<file path="config.mk">
export PLATFORM = sky130hd
export DESIGN_NAME = ternary_serial_adder_flat
export DESIGN_NICKNAME = d
export VERILOG_FILES = /design/src/rtl/ternary_serial_adder_if.sv /design/src/rtl/ternary_serial_adder.sv /design/src/flat_wrapper.sv
export SDC_FILE = /design/constraint.sdc
export NUM_CORES = 1
export LEC_CHECK = 0
export BUFFER_PORTS_ARGS = -buffer_cell sky130_fd_sc_hd__buf_2
export CAP_MARGIN = 20
export CELL_PAD_IN_SITES_DETAIL_PLACEMENT = 2
export CELL_PAD_IN_SITES_GLOBAL_PLACEMENT = 2
export CORE_ASPECT_RATIO = 0.9
export CORE_MARGIN = 10
export CORE_UTILIZATION = 25
export DETAILED_ROUTE_END_ITERATION = 10
export PLACE_DENSITY = 0.71
export SLEW_MARGIN = 5
export SYNTH_ARGS = -nofsm -noshare
export SYNTH_HDL_FRONTEND = slang
export SYNTH_SLANG_ARGS = --single-unit
</file>
<file path="constraint.sdc">
create_clock -name clk -period 4.1 [get_ports clk]
set_clock_uncertainty 0.2 [all_clocks]
set_input_delay 0.615 -clock clk [delete_from_list [all_inputs] [get_ports clk]]
set_output_delay 0.615 -clock clk [all_outputs]
set_load 0.03 [all_outputs]
</file>
<file path="src/rtl/ternary_serial_adder_if.sv">
// ternary_serial_adder_if: start/operand request and result bundle for the serial ternary adder.
interface ternary_serial_adder_if #(parameter int N = 4);
  logic start;
  logic [2*N-1:0] a;
  logic [2*N-1:0] b;
  logic cin;
  logic [2*N-1:0] sum;
  logic cout;
  logic busy;
  logic done;
  logic err;
  modport master (output start, a, b, cin, input sum, cout, busy, done, err);
  modport slave (input start, a, b, cin, output sum, cout, busy, done, err);
endinterface

</file>
<file path="src/rtl/ternary_serial_adder.sv">
// ternary_serial_adder: adds two N-trit binary-coded ternary operands one trit per clock, LSB first.
module ternary_serial_adder #(
  parameter int N = 4,
  parameter int IDXW = 3
) (
  input logic clk,
  input logic reset,
  ternary_serial_adder_if.slave bus
);
  typedef enum logic [1:0] {IDLE, RUN, DONE} state_t;
  state_t state_q, state_d;
  logic [2*N-1:0] a_q, b_q, sum_q;
  logic [IDXW-1:0] idx_q;
  logic carry_q, cout_q, err_q;
  logic [1:0] ra, rb, da, db, digit;
  logic [2:0] t;
  logic last, accept;
  // Invalid 11 codes count as zero so the sum never carries an illegal trit.
  always_comb begin
    ra = a_q[{idx_q, 1'b0} +: 2];
    rb = b_q[{idx_q, 1'b0} +: 2];
    da = ra == 2'b11 ? 2'b00 : ra;
    db = rb == 2'b11 ? 2'b00 : rb;
    t = {1'b0, da} + {1'b0, db} + {2'b00, carry_q};
    digit = t >= 3'd3 ? 2'(t - 3'd3) : t[1:0];
    last = idx_q == IDXW'(N - 1);
    accept = bus.start && state_q != RUN;
  end
  always_ff @(posedge clk) begin
    if (reset) state_q <= IDLE;
    else state_q <= state_d;
  end
  always_comb begin
    state_d = state_q == RUN ? (last ? DONE : RUN) : (bus.start ? RUN : IDLE);
  end
  always_comb begin
    bus.busy = state_q == RUN;
    bus.done = state_q == DONE;
    bus.sum = sum_q;
    bus.cout = cout_q;
    bus.err = err_q;
  end
  always_ff @(posedge clk) begin
    if (reset) begin
      a_q <= '0;
      b_q <= '0;
      sum_q <= '0;
      idx_q <= '0;
      carry_q <= 1'b0;
      cout_q <= 1'b0;
      err_q <= 1'b0;
    end else if (accept) begin
      a_q <= bus.a;
      b_q <= bus.b;
      carry_q <= bus.cin;
      idx_q <= '0;
      sum_q <= '0;
      cout_q <= 1'b0;
      err_q <= 1'b0;
    end else if (state_q == RUN) begin
      sum_q[{idx_q, 1'b0} +: 2] <= digit;
      carry_q <= t >= 3'd3;
      err_q <= err_q | (ra == 2'b11) | (rb == 2'b11);
      if (last) cout_q <= t >= 3'd3;
      else idx_q <= idx_q + 1'b1;
    end
  end
endmodule

</file>
<file path="src/flat_wrapper.sv">
// flat-port wrapper written by rule: the top's interface ports become plain ports
module ternary_serial_adder_flat 
#(
  parameter int N = 4,
  parameter int IDXW = 3
)
  (clk, reset, bus_start, bus_a, bus_b, bus_cin, bus_sum, bus_cout, bus_busy, bus_done, bus_err);
  ternary_serial_adder_if #(.N(N)) bus_i ();
  input logic clk;
  input logic reset;
  input wire logic [$bits(bus_i.start)-1:0] bus_start;
  input wire logic [$bits(bus_i.a)-1:0] bus_a;
  input wire logic [$bits(bus_i.b)-1:0] bus_b;
  input wire logic [$bits(bus_i.cin)-1:0] bus_cin;
  output wire logic [$bits(bus_i.sum)-1:0] bus_sum;
  output wire logic [$bits(bus_i.cout)-1:0] bus_cout;
  output wire logic [$bits(bus_i.busy)-1:0] bus_busy;
  output wire logic [$bits(bus_i.done)-1:0] bus_done;
  output wire logic [$bits(bus_i.err)-1:0] bus_err;
  assign bus_i.start = bus_start;
  assign bus_i.a = bus_a;
  assign bus_i.b = bus_b;
  assign bus_i.cin = bus_cin;
  assign bus_sum = bus_i.sum;
  assign bus_cout = bus_i.cout;
  assign bus_busy = bus_i.busy;
  assign bus_done = bus_i.done;
  assign bus_err = bus_i.err;
  ternary_serial_adder #(.N(N), .IDXW(IDXW)) u_core (.clk(clk), .reset(reset), .bus(bus_i));
endmodule
</file>
# After elaboration in Yosys (flattened, before gate mapping)
# Index checks and enable logic that the tools add are counted.
word_totals:
  ff_bits: 32
  latch_bits: 0
  mem_bits_rw: 0
  rom_bits: 0
  in_bits: 20
  out_inout_bits: 12
  wordCells: 41
  mem_count: 0
op_classes:
  n_addsub: 5
  n_mul: 0
  n_div: 0
  magnitude_cmp: 1
  eq_ne: 6
  n_shift: 4
  n_mux: 9
  bitwise_logic: 3
  reduce_logical: 5
ops:
  columns: ["op", "n"]
  rows:
  - ["$shiftx A8 B5 Y2", 2]
  - ["$mux W2", 5]
  - ["$bwmux W8", 1]
  - ["$shift A2 B6 Y8 const A", 1]
  - ["$shiftx A2 B6 Y8", 1]
  - ["$eq A2 B2 Y1 const B", 3]
  - ["$neg A4 Y6", 1]
  - ["$reduce_and A2 Y1", 2]
  - ["$add A2 B2 Y3", 1]
  - ["$add A3 B1 Y3", 1]
  - ["$add A3 B1 Y3 const B", 1]
  - ["$eq A3 B2 Y1 const B", 1]
  - ["$ge A3 B2 Y1 const B", 1]
  - ["$mux W1", 3]
  - ["$eq A2 B1 Y1 const B", 1]
  - ["$ne A2 B1 Y1 const B", 1]
  - ["$or A1 B1 Y1", 2]
  - ["$reduce_bool A2 Y1", 1]
  - ["$reduce_or A2 Y1", 1]
  - ["$sub A2 B2 Y2 const B", 1]
  - ["$logic_and A1 B1 Y1", 1]
  - ["$not A1 Y1", 1]

# Depth between registers and ports, before layout
logic_depth:
  depth_word: 9
  ltp_mapped: 11
  mapped_depth_nobuf: 10

# Worst setup path before layout
# OpenSTA, ideal clock, no wires.
synth_path:
  kind: "register to register"
  startpoint: "register u_core.idx_q[0]"
  endpoint: "register u_core.sum_q[0] (netlist: u_core.bus.sum[0])"
  arrival_ps: 3094
  required_ps: 3835
  path_slack_ps: 741
  stages_incl_launch_ff: 12
  synth_period_minus_slack_ps: 3359
  cell_sequence: "dfxtp_1 -> buf_6 -> mux4_2 -> or3b_1 -> fa_1 -> fa_1 -> inv_1 -> ha_1 -> nand3b_1 -> mux2i_1 -> mux2i_1 -> nor2_1"
synth_via:
  elab_chain_cells: 9
synth_rtl:
  columns: ["item", "line_no", "rtl"]
  rows:
  - ["from (decl)", "ternary_serial_adder.sv:13", "logic [IDXW-1:0] idx_q;"]
  - ["from (signal assigned)", "ternary_serial_adder.sv:65", "else idx_q <= idx_q + 1'b1;"]
  - ["$shiftx A8 B5 Y2, on equally long branches", "ternary_serial_adder.sv:20, ternary_serial_adder.sv:21", null]
  - ["$eq A2 B2 Y1, on equally long branches", "ternary_serial_adder.sv:22, ternary_serial_adder.sv:23", null]
  - ["$mux W2, on equally long branches", "ternary_serial_adder.sv:22, ternary_serial_adder.sv:23", null]
  - ["$add A2 B2 Y3", "ternary_serial_adder.sv:24", "t = {1'b0, da} + {1'b0, db} + {2'b00, carry_q};"]
  - ["$add A3 B1 Y3", "ternary_serial_adder.sv:24", null]
  - ["$ge A3 B2 Y1 / $sub A2 B2 Y2 (equally long branches)", "ternary_serial_adder.sv:25", "digit = t >= 3'd3 ? 2'(t - 3'd3) : t[1:0];"]
  - ["$mux W2", "ternary_serial_adder.sv:25", null]
  - ["$shiftx A2 B6 Y8", "ternary_serial_adder.sv:61", "sum_q[{idx_q, 1'b0} +: 2] <= digit;"]
  - ["$bwmux W8 *", "ternary_serial_adder.sv:61", null]
  - ["to (signal, indexed assignment)", "ternary_serial_adder.sv:61", null]
  - ["to (decl)", "ternary_serial_adder.sv:12", "logic [2*N-1:0] a_q, b_q, sum_q;"]
# Mark *: on every way between the ends. The rest lies on a longest branch, timed or not.
# A chain may end at the register's enable or synchronous reset.

# Final worst setup path
layout_path:
  startpoint: "register u_core.idx_q[0]"
  endpoint: "register u_core.sum_q[4] (netlist: u_core.bus.sum[4])"
# The elaborated chain is that of the path after synthesis.

==> run summary <==
outcome = finished, final reports clean
R2R setup slack = 0.29 ns
Rows = 26
Starting Density = 0.259
Post-DRT Antenna Nets = 0
CTS max path bufs = 2
Slew HR = 0.557
Final nets = 223
RSZ-0062 raised after global routing = false
met3 wire len = 130 um
fmax = 0.263 GHz
Placer Congestion = 0.725
final hold slack = 0.256 ns
R2R Path End = u_core.bus.sum[4]
total number of vias = 1,228
first-pass GRT wire length = 7110 um
CP Cell Sequence = mux4_2, or3b_1, fa_1, fa_1, inv_1, ha_1, nand3b_1, mux2i_1, mux2i_1, nor2_1
#FFs+latches synth = 32
Startpoint Class = flip-flop
Vias/cell = 4.60
Fillers = 641
max-cap violations = 0
CP delay by family, top = adder cells
Syn. warnings = 0
share of cells above drive strength 1 = 0.228
syn_area_per_cell = 8.95 sq um
Final setup viols = 0
worst reg-to-reg path cell count = 10
uppermost layer routed = met4
die width = 101 um
post-route DRC violation count = 0
Setup Fix Bufs, Post-CTS = 0
total negative slack = 0 ns
M1 wire length = 1890 um
WL met2 = 1950 um
Distinct cells, synth = 33
routed len/inst = 15.1 um
die area = 0.00938 sq mm
worst min-delay path category = reg -> reg
Worst Path Arrival = 3.81 ns
vias in the first global route = 1,467
hold_buf cts = 0
Cells after DPL = 259
Global Route Usage Sum = 0.0935
Worst Setup Slack, final = 0.294 ns
Max H-tree Level = 2
Buffers on Ports = 31
Post-Syn Area = 0.00148 sq mm
Critical Path RT = 4.10 ns
Final min period = 3.81 ns
# diodes = 0
critical path capture point type = flip-flop
Worst-Skew Late Latency = 0.28 ns
Final HPWL DP = 3120 um
register area share after synthesis = 0.434
CTS tree = done
CP max FO = 5
WL final = 4040 um
core area = 0.00569 sq mm
Worst Path Buf+Inv = 1
multi-input combinational cell area = 771 sq um
P&R area growth vs syn = 20.6%
final period utilization = 0.928
1st-iter DRT viols = 38
Worst Max-Slew Pin Slew = 0.664 ns
largest stage delay on the critical path = 0.57 ns
clock sink total = 32
Power per Cell Area = 394 mW/mm^2
syn_nets = 192
cell depth of the worst setup path = 10
Post-Layout Cell Count = 267
RR Startpoint = u_core.idx_q[0]
initial antenna violation count = 0
Worst-path clk slew = 0.07 ns
CP endpoint = u_core.bus.sum[4]
Placement Setup Slack = 0.320 ns
leakage power = 0.786 nW
Die H = 92.9 um
Resized cells post-CTS = 0
Max IR drop VDD = 0.000110 V
Hold Violations, Final = 0
CTS Buf Count = 5
# IOs = 32
GRT overflow = 0
CTS Root Cell = clkbuf_8
Slew Viols, Final = 0
final core utilization = 0.313
Crit Path Category = reg -> reg
slowest stage cell, crit path = mux4_2
critical path startpoint = u_core.idx_q[0]
largest net degree at the start of global routing = 21
Gate Count Post-Synth = 165
DRT Pass-1 Iters = 4
FF+latch area = 641 sq um
[layout by cell type, fill, tap and decap left out, types with 4 or more instances in the layout]
master / instances
nand2_1: 38
ha_1: 5
buf_2: 31
inv_1: 7
clkbuf_8: 6
mux4_2: 4
dfxtp_1: 32
mux2i_1: 9
nor2_1: 17
a21oi_1: 18
[sequential cells by signal (all words and copies together) (netlist names)]
signal / count
u_core.b_q: 8
u_core.idx_q: 3
u_core.a_q: 8
u_core.bus.cout: 1
u_core.state_q: 2
u_core.bus.err: 1
u_core.bus.sum: 8
u_core.carry_q: 1
[worst min path at each step]
stage                     depth (start not counted)     startpoint            end
final                                             2  u_core.a_q[7]  u_core.a_q[7]
after CTS                                         2  u_core.a_q[7]  u_core.a_q[7]
after floorplan                                   2  u_core.a_q[4]  u_core.a_q[4]
after detailed placement                          2  u_core.a_q[7]  u_core.a_q[7]
after global routing                              2  u_core.a_q[5]  u_core.a_q[5]
after global placement                            2  u_core.a_q[7]  u_core.a_q[7]
[metal layers]
layer,up-vias,track usage
li1,619,-
met1,584,0.111
met2,19,0.157
met3,6,0.0223
met4,0,0.0383
met5,-,0
[layout make-up]
type | instances | area share
inverter | 7 | 0.0148
tap | 70 | 0.0492
timing repair buffer | 32 | 0.0914
clock buffer | 6 | 0.0464
clock inverter | 2 | 0.00562
multi-input combinational | 118 | 0.433
sequential | 32 | 0.360
[where the power goes]
part	internal [mW]	switching [mW]	leakage (nW)	total [mW]
Combinational	0.0480	0.0703	0.474	0.118
Sequential	0.325	0.00944	0.261	0.334
Clock	0.134	0.115	0.0510	0.249
[cell families (layout without fill, tap and decap cells)]
family                     Yosys count  count (layout)  share of synthesized area
muxes                               13              13                      0.122
AOI/OAI and AO/OA                   28              28                      0.114
and+or+nand+nor                     69              69                      0.211
adders and majority gates            7               7                     0.0695
buffers and inverters               15              47                     0.0441
DFF                                 32              32                      0.434
xor gates and xnor gates             1               1                    0.00593
[metrics by stage]
step / instance area, sq um / power (mW)
after detailed placement: 1690 / 0.462
final: 1780 / 0.702
after global routing: 1780 / 0.751
after global placement: 1690 / 0.457
after CTS: 1780 / 0.716
after floorplan: 1480 / 0.424
[tightest hold or removal path, cell delays in order (launching register included)]
cell and delay, ns:
dfxtp_1 0.31, nand2_1 0.05, a21oi_1 0.05
[synth_stat cells]
cell        n  area, sq um
nand3b_1    2         15.0
o21ai_0     1         5.00
nor4_1      1         6.26
a21oi_1    18         90.1
nand2_1    38          143
xnor2_1     1         8.76
inv_1       7         26.3
nand3_1     1         5.00
a21boi_0    1         7.51
a22o_1      1         8.76
dfxtp_1    32          641
fa_1        2         40.0
mux2i_1     9         90.1
nor2b_1     2         12.5
clkbuf_1    5         18.8
nor2_1     17         63.8
mux4_2      4         90.1
a311oi_1    1         8.76
buf_6       1         11.3
and3b_1     1         8.76
o21a_1      1         7.51
nand2b_1    2         12.5
o2111ai_1   1         8.76
ha_1        5         62.6
buf_1       1         3.75
or3b_1      2         17.5
a31oi_1     1         6.26
and2_1      1         6.26
nand4b_1    1         8.76
buf_2       1         5.00
o211a_1     1         10.0
a211oi_1    2         15.0
and4bb_2    1         12.5
Note: power is estimated with default switching activity, not from simulation.
